### src/rtl/multicycle_control.sv
// Main control FSM for the multi-cycle RV32I datapath. It holds the IR and sequences the
// fetch/decode/execute/memory/writeback steps. Define MULTICYCLE_CTRL_ITYPE_EN to add OP-IMM (EXEC_I).
module multicycle_control #(
    parameter int RESET_STATE_W = 4
) (
    input  logic                     clk,
    input  logic                     rst,
    input  logic [31:0]              mem_rdata,
    input  logic                     mem_ready,
    output logic                     mem_req,
    output logic                     mem_we,
    output logic                     iord,
    output logic                     ir_write,
    output logic [31:0]              ir_o,
    output logic                     pc_write,
    output logic                     pc_write_cond,
    output logic [1:0]               pc_src,
    output logic [1:0]               alu_src_a,
    output logic [1:0]               alu_src_b,
    output logic [1:0]               ALUOp,
    output logic [2:0]               alu_funct3,
    output logic                     alu_funct7,
    output logic                     reg_write,
    output logic                     mem_to_reg,
    output logic                     illegal,
    output logic [RESET_STATE_W-1:0] state_o
);

    localparam logic [6:0] OPC_LOAD   = 7'b0000011;
    localparam logic [6:0] OPC_STORE  = 7'b0100011;
    localparam logic [6:0] OPC_RTYPE  = 7'b0110011;
    localparam logic [6:0] OPC_BRANCH = 7'b1100011;
    localparam logic [6:0] OPC_ITYPE  = 7'b0010011;

    typedef enum logic [RESET_STATE_W-1:0] {
        S_IDLE     = RESET_STATE_W'(0),
        S_FETCH    = RESET_STATE_W'(1),
        S_DECODE   = RESET_STATE_W'(2),
        S_MEM_ADDR = RESET_STATE_W'(3),
        S_MEM_RD   = RESET_STATE_W'(4),
        S_MEM_WB   = RESET_STATE_W'(5),
        S_MEM_WR   = RESET_STATE_W'(6),
        S_EXEC_R   = RESET_STATE_W'(7),
        S_ALU_WB   = RESET_STATE_W'(8),
        S_BRANCH   = RESET_STATE_W'(9),
        S_ILLEGAL  = RESET_STATE_W'(10),
        S_EXEC_I   = RESET_STATE_W'(11)
    } state_t;

    state_t      state_q, state_d;
    logic [31:0] ir_q, ir_d;
    logic        illegal_q, illegal_d;

    always_ff @(posedge clk or posedge rst) begin
        if (rst) begin
            state_q   <= S_IDLE;
            ir_q      <= '0;
            illegal_q <= 1'b0;
        end else begin
            state_q   <= state_d;
            ir_q      <= ir_d;
            illegal_q <= illegal_d;
        end
    end

    always_comb begin
        state_d       = state_q;
        ir_d          = ir_q;
        mem_req       = 1'b0;
        mem_we        = 1'b0;
        iord          = 1'b0;
        ir_write      = 1'b0;
        pc_write      = 1'b0;
        pc_write_cond = 1'b0;
        pc_src        = 2'b00;
        alu_src_a     = 2'b00;
        alu_src_b     = 2'b00;
        ALUOp         = 2'b00;
        alu_funct7    = 1'b0;
        reg_write     = 1'b0;
        mem_to_reg    = 1'b0;

        case (state_q)
            S_IDLE: state_d = S_FETCH;
            S_FETCH: begin
                mem_req   = 1'b1;
                alu_src_b = 2'b01;
                if (mem_ready) begin
                    ir_write = 1'b1;
                    pc_write = 1'b1;
                    ir_d     = mem_rdata;
                    state_d  = S_DECODE;
                end
            end
            S_DECODE: begin
                // Speculatively compute the branch target into ALUOut while dispatching.
                alu_src_b = 2'b11;
                case (ir_q[6:0])
                    OPC_LOAD, OPC_STORE: state_d = S_MEM_ADDR;
                    OPC_RTYPE:           state_d = S_EXEC_R;
                    OPC_BRANCH:          state_d = S_BRANCH;
`ifdef MULTICYCLE_CTRL_ITYPE_EN
                    OPC_ITYPE:           state_d = S_EXEC_I;
`endif
                    default:             state_d = S_ILLEGAL;
                endcase
            end
            S_MEM_ADDR: begin
                alu_src_a = 2'b01;
                alu_src_b = 2'b10;
                state_d   = (ir_q[6:0] == OPC_STORE) ? S_MEM_WR : S_MEM_RD;
            end
            S_MEM_RD: begin
                mem_req = 1'b1;
                iord    = 1'b1;
                if (mem_ready) state_d = S_MEM_WB;
            end
            S_MEM_WB: begin
                reg_write  = 1'b1;
                mem_to_reg = 1'b1;
                state_d    = S_FETCH;
            end
            S_MEM_WR: begin
                mem_req = 1'b1;
                mem_we  = 1'b1;
                iord    = 1'b1;
                if (mem_ready) state_d = S_FETCH;
            end
            S_EXEC_R: begin
                alu_src_a  = 2'b01;
                ALUOp      = 2'b10;
                alu_funct7 = ir_q[30];
                state_d    = S_ALU_WB;
            end
            S_ALU_WB: begin
                reg_write = 1'b1;
                state_d   = S_FETCH;
            end
            S_BRANCH: begin
                alu_src_a     = 2'b01;
                ALUOp         = 2'b01;
                pc_write_cond = 1'b1;
                pc_src        = 2'b01;
                state_d       = S_FETCH;
            end
`ifdef MULTICYCLE_CTRL_ITYPE_EN
            S_EXEC_I: begin
                // funct7 stays 0 so addi with imm[10]=1 is never decoded as sub.
                alu_src_a = 2'b01;
                alu_src_b = 2'b10;
                ALUOp     = 2'b10;
                state_d   = S_ALU_WB;
            end
`endif
            default: state_d = S_ILLEGAL;
        endcase

        illegal_d = illegal_q | (state_d == S_ILLEGAL);
    end

    assign ir_o       = ir_q;
    assign alu_funct3 = ir_q[14:12];
    assign illegal    = illegal_q;
    assign state_o    = state_q;

endmodule

### config.mk
export PLATFORM = sky130hd
export DESIGN_NAME = multicycle_control
export DESIGN_NICKNAME = d
export VERILOG_FILES = /design/src/rtl/multicycle_control.sv
export SDC_FILE = /design/constraint.sdc
export NUM_CORES = 1
export LEC_CHECK = 0
export ABC_AREA = 1
export BUFFER_PORTS_ARGS = -buffer_cell sky130_fd_sc_hd__buf_4
export CAP_MARGIN = 10
export CORE_MARGIN = 1.5
export CORE_UTILIZATION = 35
export DETAILED_ROUTE_END_ITERATION = 8
export PLACE_DENSITY_LB_ADDON = 0.3
export SYNTH_ARGS = -nofsm -noshare
export SYNTH_HDL_FRONTEND = slang
export SYNTH_SLANG_ARGS = --single-unit
### constraint.sdc
create_clock -name clk -period 1.7 [get_ports clk]
set_input_delay 0.51 -clock clk [delete_from_list [all_inputs] [get_ports clk]]
set_output_delay 0.51 -clock clk [all_outputs]
set_load 0.005 [all_outputs]
## After elaboration in Yosys (flattened, before gate mapping)

Cells that the tools add are included.

- Input port bits: 35
- Register bits: 37

- Eq/ne operators: 14
- Bitwise gates (word level): 1
- Reductions and logical operators: 8
- Muxes and demuxes: 19

Operator list:

| operator | count |
|---|---|
| 4-bit one-hot mux with 7 select lines | 1 |
| 4-bit by 3-bit == test with 1-bit output (second input constant) | 4 |
| 7-bit by 6-bit == test with 1-bit output (second input constant) | 2 |
| 4-bit == test (second input constant) | 3 |
| 4-bit two-way mux | 3 |
| 4-bit one-hot mux with 3 select lines | 1 |
| 1-bit two-way mux | 11 |
| 4-bit by 2-bit == test with 1-bit output (second input constant) | 2 |
| 7-bit by 2-bit == test with 1-bit output (second input constant) | 1 |
| 7-bit == test (second input constant) | 1 |
| 2-bit one-hot mux with 3 select lines | 1 |
| 2-bit OR reduction | 3 |
| 3-bit OR reduction | 2 |
| 4-bit by 1-bit == test with 1-bit output (second input constant) | 1 |
| 4-bit zero test | 1 |
| 2-bit one-hot mux with 2 select lines | 1 |
| 4-bit OR reduction | 1 |
| 2-bit two-way mux | 1 |
| 2-bit AND reduction | 1 |
| 1-bit bitwise OR | 1 |

## Depth between registers and ports, before layout

Gate-level depths: netlist of run 1.

- Word-level depth: 6
- Depth in mapped cells: 8
- Mapped depth without buffers: 8

## Worst setup path before layout of run 1

Ideal clock, no wire load.

- Path type: reg2out
- Start: register state_q[0], in the netlist state_o[0]
- End: output pc_write
- Data arrival time: 1.126 ns
- Setup slack: 0.064 ns
- Buffers on the path: 3
- Stages on the path, launching flop included: 8
- Path through: dfrtp_1 inv_2 nor2_4 nand3_2 inv_2 buf_6 buf_8 buf_4

- Word-level cells in the longest chain between the ends: 2

Ends and longest elaborated chain:

| element | RTL line | source |
|---|---|---|
| start, declared | 50 | `state_t state_q, state_d;` |
| start signal, assigned | 60 | `state_q <= state_d;` |
| 4-bit by 1-bit == test with 1-bit output | -- |  |
| 1-bit two-way mux | -- |  |
| end, declared | 15 | `output logic pc_write,` |

No other way between the ends.

## Worst setup path in the final report of run 1

- Start: register state_q[2], in the netlist state_o[2]
- End: output reg_write

- Word-level cells in the longest chain between the ends: 3
- Elaborated cells on any way between the ends: 4
- Classes of those cells: eq/ne (2); mux (1); reduce/logical (1)

Ends and longest elaborated chain:

| element | RTL line | source |
|---|---|---|
| 4-bit == test / 4-bit by 3-bit == test with 1-bit output (equally long branches) | 83 | `case (state_q)` |
| 2-bit OR reduction (no line) (*) | -- |  |
| 1-bit two-way mux (*) | 83 |  |
| end, declared | 23 | `output logic reg_write,` |

Every way passes the cells marked *; elsewhere a longest branch is shown, timed or not.

==> qor.yml, run 1 <==
status: "finished with violations"
violations: "setup timing"
hold_buffers: 0
dp_cells: 366
clock_latency_ps: 280
setup_ws_ps: -118.2
drcViolationCount: 0
vias_per_cell: 4.407
synthFlopType: "dfrtp_1"
vdd_ir_drop_max_mv: 0.8109
wl_per_cell_um: 11.32
reg2reg_from: "state_o[0]"
drtIter0Drc: 33
yosysMostFrequentCell: "nand2_1"
fmax_mhz: 550.0
core_sq_um: 4786
r2r-end: "state_o[1]"
final_util_pct: 54.85
die_w_um: 73.95
synth_cells: 219
ys_ff_latch: 37
htree_levels: 2
slowest_delay_ps: 460
netlist_top_cells_count: "97 x nand2_1, 37 x dfrtp_1, 15 x inv_1"
yosysSeqAreaShare_pct: 52.56
antenna_found_initial: 0
final-instance-count-excl-fill: 378
finalHoldViolCount: 0
cp_cell_sequence: "nor2_4 -> inv_1 -> o31ai_1 -> buf_4"
routed_wl_um: 4280
grt_pass1_wl_um: 6837
slew_violations: 0
gp_congestion: 1.044
fin_crit_ps: 1818
port_buffers: 89
period_share_pct: 107.0
highest_layer: "met4"
synth-edff-count: 0
tritoncts: "done"
detailroute.wirelength.met3_um: 334
syn_area_sq_um: 1762
cts_root_buffer: "clkbuf_8"
die_h_um: 73.95
ys_types: 22
worstRegToRegCells: 6
ant_nets: 0
yosysTopAreaCell: "dfrtp_1"
dpl.hpwl_um: 3116
numCtsBuffers: 5
cp_slowest_cell: "dfrtp_2"
rows: 25
pre_cts_ws_ps: 103.8
grtUsageTotal_pct: 16.19
wl_met1_um: 1827
reg2reg_setup_slack_ps: 190
power_mw: 4.517
grt_max_degree: 38
overflow: 0
diodes: 0
die_area_sq_um: 5468
worstPathRequired_ps: 1190
path_max_fanout: 5
leakagePower_nw: 1.469
end_kind: "primary output"
vias: 1666
clock_skew_ps: 5.648
area_growth_pct: 49.01
boundaryPins: 92
power.density_nw_per_um2: 1721
drive_gt1_share_pct: 44.05
finalSetupTns_ps: -675.0
drt-pass1-iter-count: 5
holdWs_ps: 337.9
grt_pass1_vias: 1594
fin_nets: 345
synthTopCellsByArea: "dfrtp_1 53%, nand2_1 21%, buf_4 3.8%"
yosys_warnings: 0
crit_type: "flip-flop to primary output"
holdCritPathClass: "input port to asynchronous set/reset pin"
clockBufferDepth: 2
syn_area_per_cell_sq_um: 8.044
synthArstFlopShare_pct: 100.0
maxCapViolCount: 0
start_kind: "flip-flop"
final_cell_area_sq_um: 2625
dpl-instance-area_sq_um: 2422
clk_pin_slew_worst_paths_ps: 70
finalSetupViolCount: 11
rsz0062_at_grt: "true"
arrival_ps: 1310
met2_length_um: 2050
cts.sinks: 37
synth_top_area_share_pct: 52.56
start_util_pct: 36.81
-- worst max-delay path by stage --
| stage | to | slack [ps] | cells past startpoint | from |
|---|---|---|---|---|
| after floorplan | pc_write | 60 | 7 | state_o[0] |
| after global placement | reg_write | 150 | 4 | state_o[1] |
| after detailed placement | reg_write | 100 | 4 | state_o[1] |
| after CTS | reg_write | -90 | 4 | state_o[2] |
| after global routing | ir_write | -170 | 4 | state_o[2] |
| final | reg_write | -120 | 4 | state_o[2] |
-- metal layers --
metal | up-vias | global-route usage [%]
met5 | - | 0
met4 | 0 | 7.202
met3 | 10 | 4.878
met2 | 74 | 26.09
met1 | 749 | 20.12
li1 | 833 | -
-- area by class of cell --
cell class              instances  area (sq um)
multi-input cells             150         676.9
inverters                      18         70.07
flip-flops and latches         37         930.9
clock inverters                 2         37.54
fillers                       479          2161
repair buffers                 98         743.2
well taps                      67         83.83
clock buffers                   6         82.58
-- state kept, by name, indices dropped and copies added, names as in the netlist --
register / flops
ir_o: 32
state_o: 4
illegal: 1
-- placed cells by master (no fill, tap or decap), types with 3 or more instances in the layout --
master,n
buf_4,96
clkbuf_8,6
dfrtp_1,33
dfrtp_2,4
inv_1,12
inv_2,5
nand2_1,94
nand2_2,12
nand3_1,8
nor2_1,8
nor2_2,4
nor2_4,3
o21ai_0,9
-- kinds of logic (layout without fill, tap and decap cells) --
| kind of cell | Yosys count | after routing | synth area share, % |
|---|---|---|---|
| AO/OA/AOI/OAI | 14 | 14 | 4.119 |
| buffers and inverters | 33 | 124 | 11.36 |
| other | 1 | 2 | 0.2129 |
| AND/OR/NAND/NOR | 134 | 134 | 31.75 |
| flip-flops | 37 | 37 | 52.56 |
-- what timing repair did --
item,in CTS,in global routing
setup endpoints to repair,14,15
buffers inserted,2,2
resized for setup,11,12
-- report_power, final --
group | switching, mW | internal, mW | leakage (nW)
clock network | 0.292 | 0.477 | 0.0574
logic | 1.02 | 1.12 | 0.958
registers | 0.325 | 1.29 | 0.454
-- worst max-delay path, delay by kind of cell, from the launching register on --
family | cells | cell delay [ps]
flip-flops | 1 | 460
buffers and inverters | 2 | 230
AND/OR/NAND/NOR | 1 | 150
AO/OA/AOI/OAI | 1 | 200
No activity file was read; power rests on OpenSTA's default activity.
==> run 2, diff against run 1 <==
HOLD_SLACK_MARGIN = 0.1   (was unset)
clock period = 1.8 ns   (was 1.7 ns; I/O delays follow)
==> qor.yml, run 2 (synthesis gave the netlist of run 1 again) <==
status: "finished with violations"  # unchanged
violations: "setup timing"  # unchanged
end_kind: "primary output"  # unchanged
core_sq_um: 4786  # unchanged
pre_cts_ws_ps: 186.7  # was 103.8 ps
cp_slowest_cell: "dfrtp_2"  # unchanged
die_h_um: 73.95  # unchanged
worstPathRequired_ps: 1260  # was 1190 ps
start_util_pct: 36.81  # unchanged
clock_skew_ps: 4.259  # was 5.648 ps
largest_reg_flops: 32  # unchanged
reg2reg_from: "state_o[0]"  # unchanged
dp_cells: 365  # was 366
grt_pass1_wl_um: 6727  # was 6837 um
timing.critical_path.buf_inv: 2  # unchanged
final_cell_mix: "99 x buf_4, 95 x nand2_1, 33 x dfrtp_1"  # was 96 x buf_4, 94 x nand2_1, 33 x dfrtp_1
routed_wl_um: 4451  # was 4280 um
final_cell_area_sq_um: 2626  # was 2625 sq um
cts_root_buffer: "clkbuf_8"  # unchanged
clockBufferDepth: 2  # unchanged
leakagePower_nw: 1.476  # was 1.469 nW
grtUsageTotal_pct: 16.12  # was 16.19%
antenna_found_initial: 0  # unchanged
ff_latch_area_sq_um: 930.9  # unchanged
holdCritPathClass: "input port to asynchronous set/reset pin"  # unchanged
drt-pass1-iter-count: 4  # was 5
use_met2_pct: 26.69  # was 26.09%
rows: 25  # unchanged
htree_levels: 2  # unchanged
power.density_nw_per_um2: 1571  # was 1721 nW/um^2
holdWs_ps: 367.0  # was 337.9 ps
period_share_pct: 103.0
grt_pass1_vias: 1522  # was 1594
vias: 1673  # was 1666
ant_nets: 0  # unchanged
drcViolationCount: 0  # unchanged
port_buffers: 89  # unchanged
finalSetupViolCount: 3  # was 11
clock_latency_ps: 280  # about the same
vdd_ir_drop_max_mv: 0.6416  # was 0.8109 mV
grt_use_met1_pct: 19.53  # was 20.12%
finalSetupTns_ps: -63.13  # was -675.0 ps
multiInputGateArea_sq_um: 679.4  # was 676.9 sq um
crit_type: "flip-flop to primary output"  # unchanged
wl_per_cell_um: 11.65  # was 11.32 um
start_kind: "flip-flop"  # unchanged
die_w_um: 73.95  # unchanged
busiest_layer: "met2"  # unchanged
dpl.hpwl_um: 3078  # was 3116 um
arrival_ps: 1310  # about the same
fin_nets: 349  # was 345
slew_violations: 0  # unchanged
nFillCells: 459  # was 479
numCtsBuffers: 5  # unchanged
boundaryPins: 92  # unchanged
die_area_sq_um: 5468  # unchanged
gp_congestion: 1.003  # was 1.044
vias_per_cell: 4.380  # was 4.407
drive_gt1_share_pct: 44.76  # was 44.05%
critPathTopFamily: "flip-flops"  # unchanged
finalHoldViolCount: 0  # unchanged
final-instance-count-excl-fill: 382  # was 378
overflow: 0  # unchanged
rsz0062_at_grt: "true"  # unchanged
area_growth_pct: 49.08  # was 49.01%
cp_cell_sequence: "nor2_4 -> inv_2 -> o31ai_2 -> buf_4"  # was nor2_4 -> inv_1 -> o31ai_1 -> buf_4
diodes: 0  # unchanged
tritoncts: "done"  # unchanged
drtIter0Drc: 45  # was 33
layout.cells.most_common: "buf_4"  # unchanged
dpl-instance-area_sq_um: 2415  # was 2422 sq um
grt_max_degree: 38  # unchanged
grtUsageMet3_pct: 5.962  # was 4.878%
cts.sinks: 37  # unchanged
setup_ws_ps: -54.86  # was -118.2 ps
fin_crit_ps: 1855
startpoint: "state_o[2]"  # unchanged
path_max_fanout: 5  # unchanged
maxCapViolCount: 0  # unchanged
clk_pin_slew_worst_paths_ps: 70  # about the same
fmax_mhz: 539.1
slowest_delay_ps: 480  # was 460 ps
[run 2: tightest hold or removal path: cells and delay by family]
kind     cells  cell delay [ps]
buf+inv      3              550
[run 2: per-stage QoR]
stage	power [mW]	util (%)
2_1_floorplan	2.460	-
3_3_place_gp	3.330	50.46
3_5_place_dp	3.367	50.46
4_1_cts	4.001	53.07
5_1_grt	4.486	54.88
6_report	4.126	54.88
[run 2: final cells by class]
cell class,instances,area share [%]
flip-flops and latches,37,35.45
repair buffers,102,29.59
multi-input cells,150,25.87
well taps,67,3.192
clock buffers,6,2.763
inverters,18,2.763
clock inverters,2,0.3811
[run 2: repair_timing]
| action | 4_1_cts | 5_1_grt |
|---|---|---|
| hold buffers | 0 | 0 |
| gates resized for setup | 11 | 16 |
| setup buffers | 3 | 6 |
| cloned | 0 | 0 |
| setup endpoints to repair | 12 | 14 |
| pin swaps | 1 | 2 |
[run 2: power breakdown]
group	leakage (nW)	switching, mW	internal, mW
combinational	0.978	0.966	1.09
sequential	0.454	0.313	1.21
clock	0.0450	0.276	0.268
total	1.48	1.56	2.57
[run 2: final timing paths]
check	cells after the start	slack (ps)	endpoint
min in group clk	3	450	ir_o[1]
hold / removal	3	370	ir_o[17]
setup reg to reg	6	310	state_o[1]
setup / recovery	4	-50	reg_write
hold reg to reg	2	480	ir_o[21]
max in group asynchronous	3	1090	state_o[3]
[run 2: metal layers]
| layer | vias to the layer above | part of all wire (%) |
|---|---|---|
| met5 | - | 0 |
| met4 | 0 | 0.90 |
| met3 | 5 | 8.0 |
| met2 | 66 | 49 |
| met1 | 757 | 42 |
| li1 | 845 | - |
==> run 3, diff against run 2 <==
ABC_AREA = unset   (was 1)
==> qor.yml, run 3 <==
status: "finished with violations"  # unchanged
violations: "setup timing"  # unchanged
power_frac_seq_pct: 34.8  # was 37.0%
switchingPower_mw: 1.455  # was 1.555 mW
routed_wl_um: 4216  # was 4451 um
p_comb_share_pct: 52.8  # was 49.8%
path_common_cell: "buf_4"
worstRegToRegCells: 5  # was 6
ys_types: 32  # was 22
slew_violations: 0  # unchanged
path_max_fanout: 4  # was 5
numCtsBuffers: 5  # unchanged
grt_max_degree: 38  # unchanged
fin_nets: 277  # was 349
syn_area_per_cell_sq_um: 12.27  # was 8.044 sq um
largest_reg_flops: 32  # unchanged
synth_adder_area_share_pct: 0  # unchanged
period_share_pct: 104.4  # was 103.0%
die_area_sq_um: 5338  # was 5468 sq um
power_mw: 4.578  # was 4.126 mW
antenna_found_initial: 0  # unchanged
finalHoldViolCount: 0  # unchanged
yosysMostFrequentCell: "dfrtp_1"  # was nand2_1
critPathTopFamily: "flip-flops"  # unchanged
leakagePower_nw: 1.319  # was 1.476 nW
yosysTopAreaCell: "dfrtp_1"  # unchanged
yosys.area_share.simple_pct: 11.36  # was 31.75%
rsz0062_at_grt: "true"  # unchanged
end_kind: "primary output"  # unchanged
diodes: 0  # unchanged
reg2reg_from: "state_o[2]"  # was state_o[0]
gp_congestion: 0.8541  # was 1.003
synth_cells: 140  # was 219
muxShareOfSynthArea_pct: 22.21  # was 0%
port_buffers: 89  # unchanged
die_w_um: 73.06  # was 73.95 um
synthArstFlopShare_pct: 100.0  # unchanged
p_clk_share_pct: 12.4  # was 13.2%
fin_crit_ps: 1879  # was 1855 ps
maxCapViolCount: 0  # unchanged
synth_top_area_share_pct: 53.90  # was 52.56%
drive_gt1_share_pct: 68.18  # was 44.76%
yosysSeqAreaShare_pct: 53.90  # was 52.56%
start_kind: "flip-flop"  # unchanged
dpl.hpwl_um: 2984  # was 3078 um
wl_per_cell_um: 13.64  # was 11.65 um
hold_buffers: 0  # unchanged
dp_cells: 292  # was 365
final_cell_mix: "100 x buf_4, 34 x dfrtp_1, 32 x mux2_2"  # was 99 x buf_4, 95 x nand2_1, 33 x dfrtp_1
synth_compound_gate_area_share_pct: 6.336  # was 4.119%
slowest_delay_ps: 440  # was 480 ps
boundaryPins: 92  # unchanged
vias: 1427  # was 1673
crit_end: "pc_src[0]"  # was reg_write
setup_ws_ps: -79.03  # was -54.86 ps
final-instance-count-excl-fill: 309  # was 382
cts.sinks: 37  # unchanged
worstPathRequired_ps: 1260  # about the same
synth_xor_area_share_pct: 0  # unchanged
grt_pass1_vias: 1436  # was 1522
layout.cells.most_common: "buf_4"  # unchanged
core_sq_um: 4723  # was 4786 sq um
yosys_warnings: 0  # unchanged
drtIter0Drc: 35  # was 45
netlist_top_cells_count: "37 x dfrtp_1, 33 x mux2_2, 12 x nor2_1"  # was 97 x nand2_1, 37 x dfrtp_1, 15 x inv_1
power.density_nw_per_um2: 1676  # was 1571 nW/um^2
drcViolationCount: 0  # unchanged
grtUsageTotal_pct: 16.41  # was 16.12%
clock_skew_ps: 3.757  # was 4.259 ps
finalSetupViolCount: 12  # was 3
area_growth_pct: 58.99  # was 49.08%
fmax_mhz: 532.2  # was 539.1 MHz
timing.critical_path.buf_inv: 3  # was 2
power.share.switching_pct: 31.77  # was 37.69%
startpoint: "state_o[2]"  # unchanged
synth_top_family_by_area: "multiplexers"  # was simple AND/OR/NAND/NOR gates
holdWs_ps: 365.3  # was 367.0 ps
overflow: 0  # unchanged
syn_area_sq_um: 1718  # was 1762 sq um
arrival_ps: 1340  # was 1310 ps
synthTopCellsByArea: "dfrtp_1 54%, mux2_2 22%, buf_4 3.5%"  # was dfrtp_1 53%, nand2_1 21%, buf_4 3.8%
ant_nets: 0  # unchanged
reg2reg_setup_slack_ps: -60  # was 310 ps
synthFlopType: "dfrtp_1"  # unchanged
grt_pass1_wl_um: 6637  # was 6727 um
vdd_ir_drop_max_mv: 0.9228  # was 0.6416 mV
start_util_pct: 36.37  # was 36.81%
holdCritPathClass: "input port to asynchronous set/reset pin"  # unchanged
internal_power_mw: 3.123  # was 2.571 mW
cp_slowest_cell: "dfrtp_2"  # unchanged
ys_ff_latch: 37  # unchanged
drt-pass1-iter-count: 4  # unchanged
r2r-end: "illegal"  # was state_o[1]
tritoncts: "done"  # unchanged
synth-edff-count: 0  # unchanged
rows: 25  # unchanged
cp_num_cells: 5  # was 4
cts_root_buffer: "clkbuf_8"  # unchanged
clock_latency_ps: 280  # about the same
clk_pin_slew_worst_paths_ps: 70  # about the same
clockBufferDepth: 2  # unchanged
cp_cell_sequence: "buf_6 -> nand2b_4 -> buf_4 -> nor2_4 -> buf_4"  # was nor2_4 -> inv_2 -> o31ai_2 -> buf_4
htree_levels: 2  # unchanged
vias_per_cell: 4.618  # was 4.380
die_h_um: 73.06  # was 73.95 um
crit_type: "flip-flop to primary output"  # unchanged
[run 3: cell count changes in the layout (fill, tap and decap cells not counted), sizes merged, moves of 5 or more]
cell | previous run | this run
inv | 18 | 3
mux2 | 0 | 33
nand2 | 106 | 2
o21ai | 11 | 0
buf | 102 | 109
nand3 | 9 | 0
nand2b | 0 | 5
[run 3: tightest hold or removal path: stages]
cell	delay [ps]
buf_4	100
inv_1	40
buf_4	400
[run 3: per-layer routing]
metal,part of all wire [%],up-vias,track usage (%)
met5,0,-,0
met4,1.3,0,6.918
met3,7.1,5,4.696
met2,51,55,27.88
met1,40,685,19.33
li1,-,682,-
[run 3: how the worst min path moves through the flow]
stage	slack (ps)	startpoint	to	cells after the start
floorplan	450	illegal	illegal	1
global placement	470	illegal	illegal	1
detailed placement	460	illegal	illegal	1
CTS	370	rst	ir_o[28]	3
global route	400	rst	ir_o[9]	3
finish	370	rst	ir_o[12]	3
[run 3: cell families (layout without fill, tap and decap cells)]
| group | after synthesis | in the layout |
|---|---|---|
| flip-flops | 37 | 37 |
| multiplexers | 34 | 34 |
| AND/OR/NAND/NOR | 34 | 34 |
| buffers and inverters | 18 | 119 |
| AO/OA/AOI/OAI | 16 | 16 |
| other | 1 | 2 |
[run 3: stage by stage]
stage / TNS [ps] / setup slack, ps / instance area [sq um] / utilization (%)
2_1_floorplan: 0 / 10.16 / 1734 / -
3_3_place_gp: 0 / 138.8 / 2470 / 52.29
3_5_place_dp: 0 / 112.8 / 2470 / 52.29
4_1_cts: -452.8 / -68.77 / 2658 / 56.26
5_1_grt: -1526 / -142.7 / 2731 / 57.83
6_report: -593.2 / -79.03 / 2731 / 57.83
[run 3: layout make-up]
type	instances	area [sq um]
tap	67	83.83
timing repair buffer	109	860.8
fill	440	1992
inverter	3	11.26
sequential	37	929.6
multi-input combinational	86	759.5
clock buffer	7	86.33
[run 3: repair_timing]
item,CTS,global route
pin swaps,3,8
setup endpoints to repair,15,15
hold endpoints to repair,0,0
gates resized for setup,12,15
buffers inserted,7,3
[run 3: power by group through the flow]
stage / clock, mW / combinational (mW) / sequential (mW)
2_1_floorplan: 0 / 1.06 / 1.56
3_5_place_dp: 0 / 2.15 / 1.60
6_report: 0.569 / 2.42 / 1.59
3_3_place_gp: 0 / 2.12 / 1.58
5_1_grt: 0.625 / 2.62 / 1.66
4_1_cts: 0.592 / 2.33 / 1.58
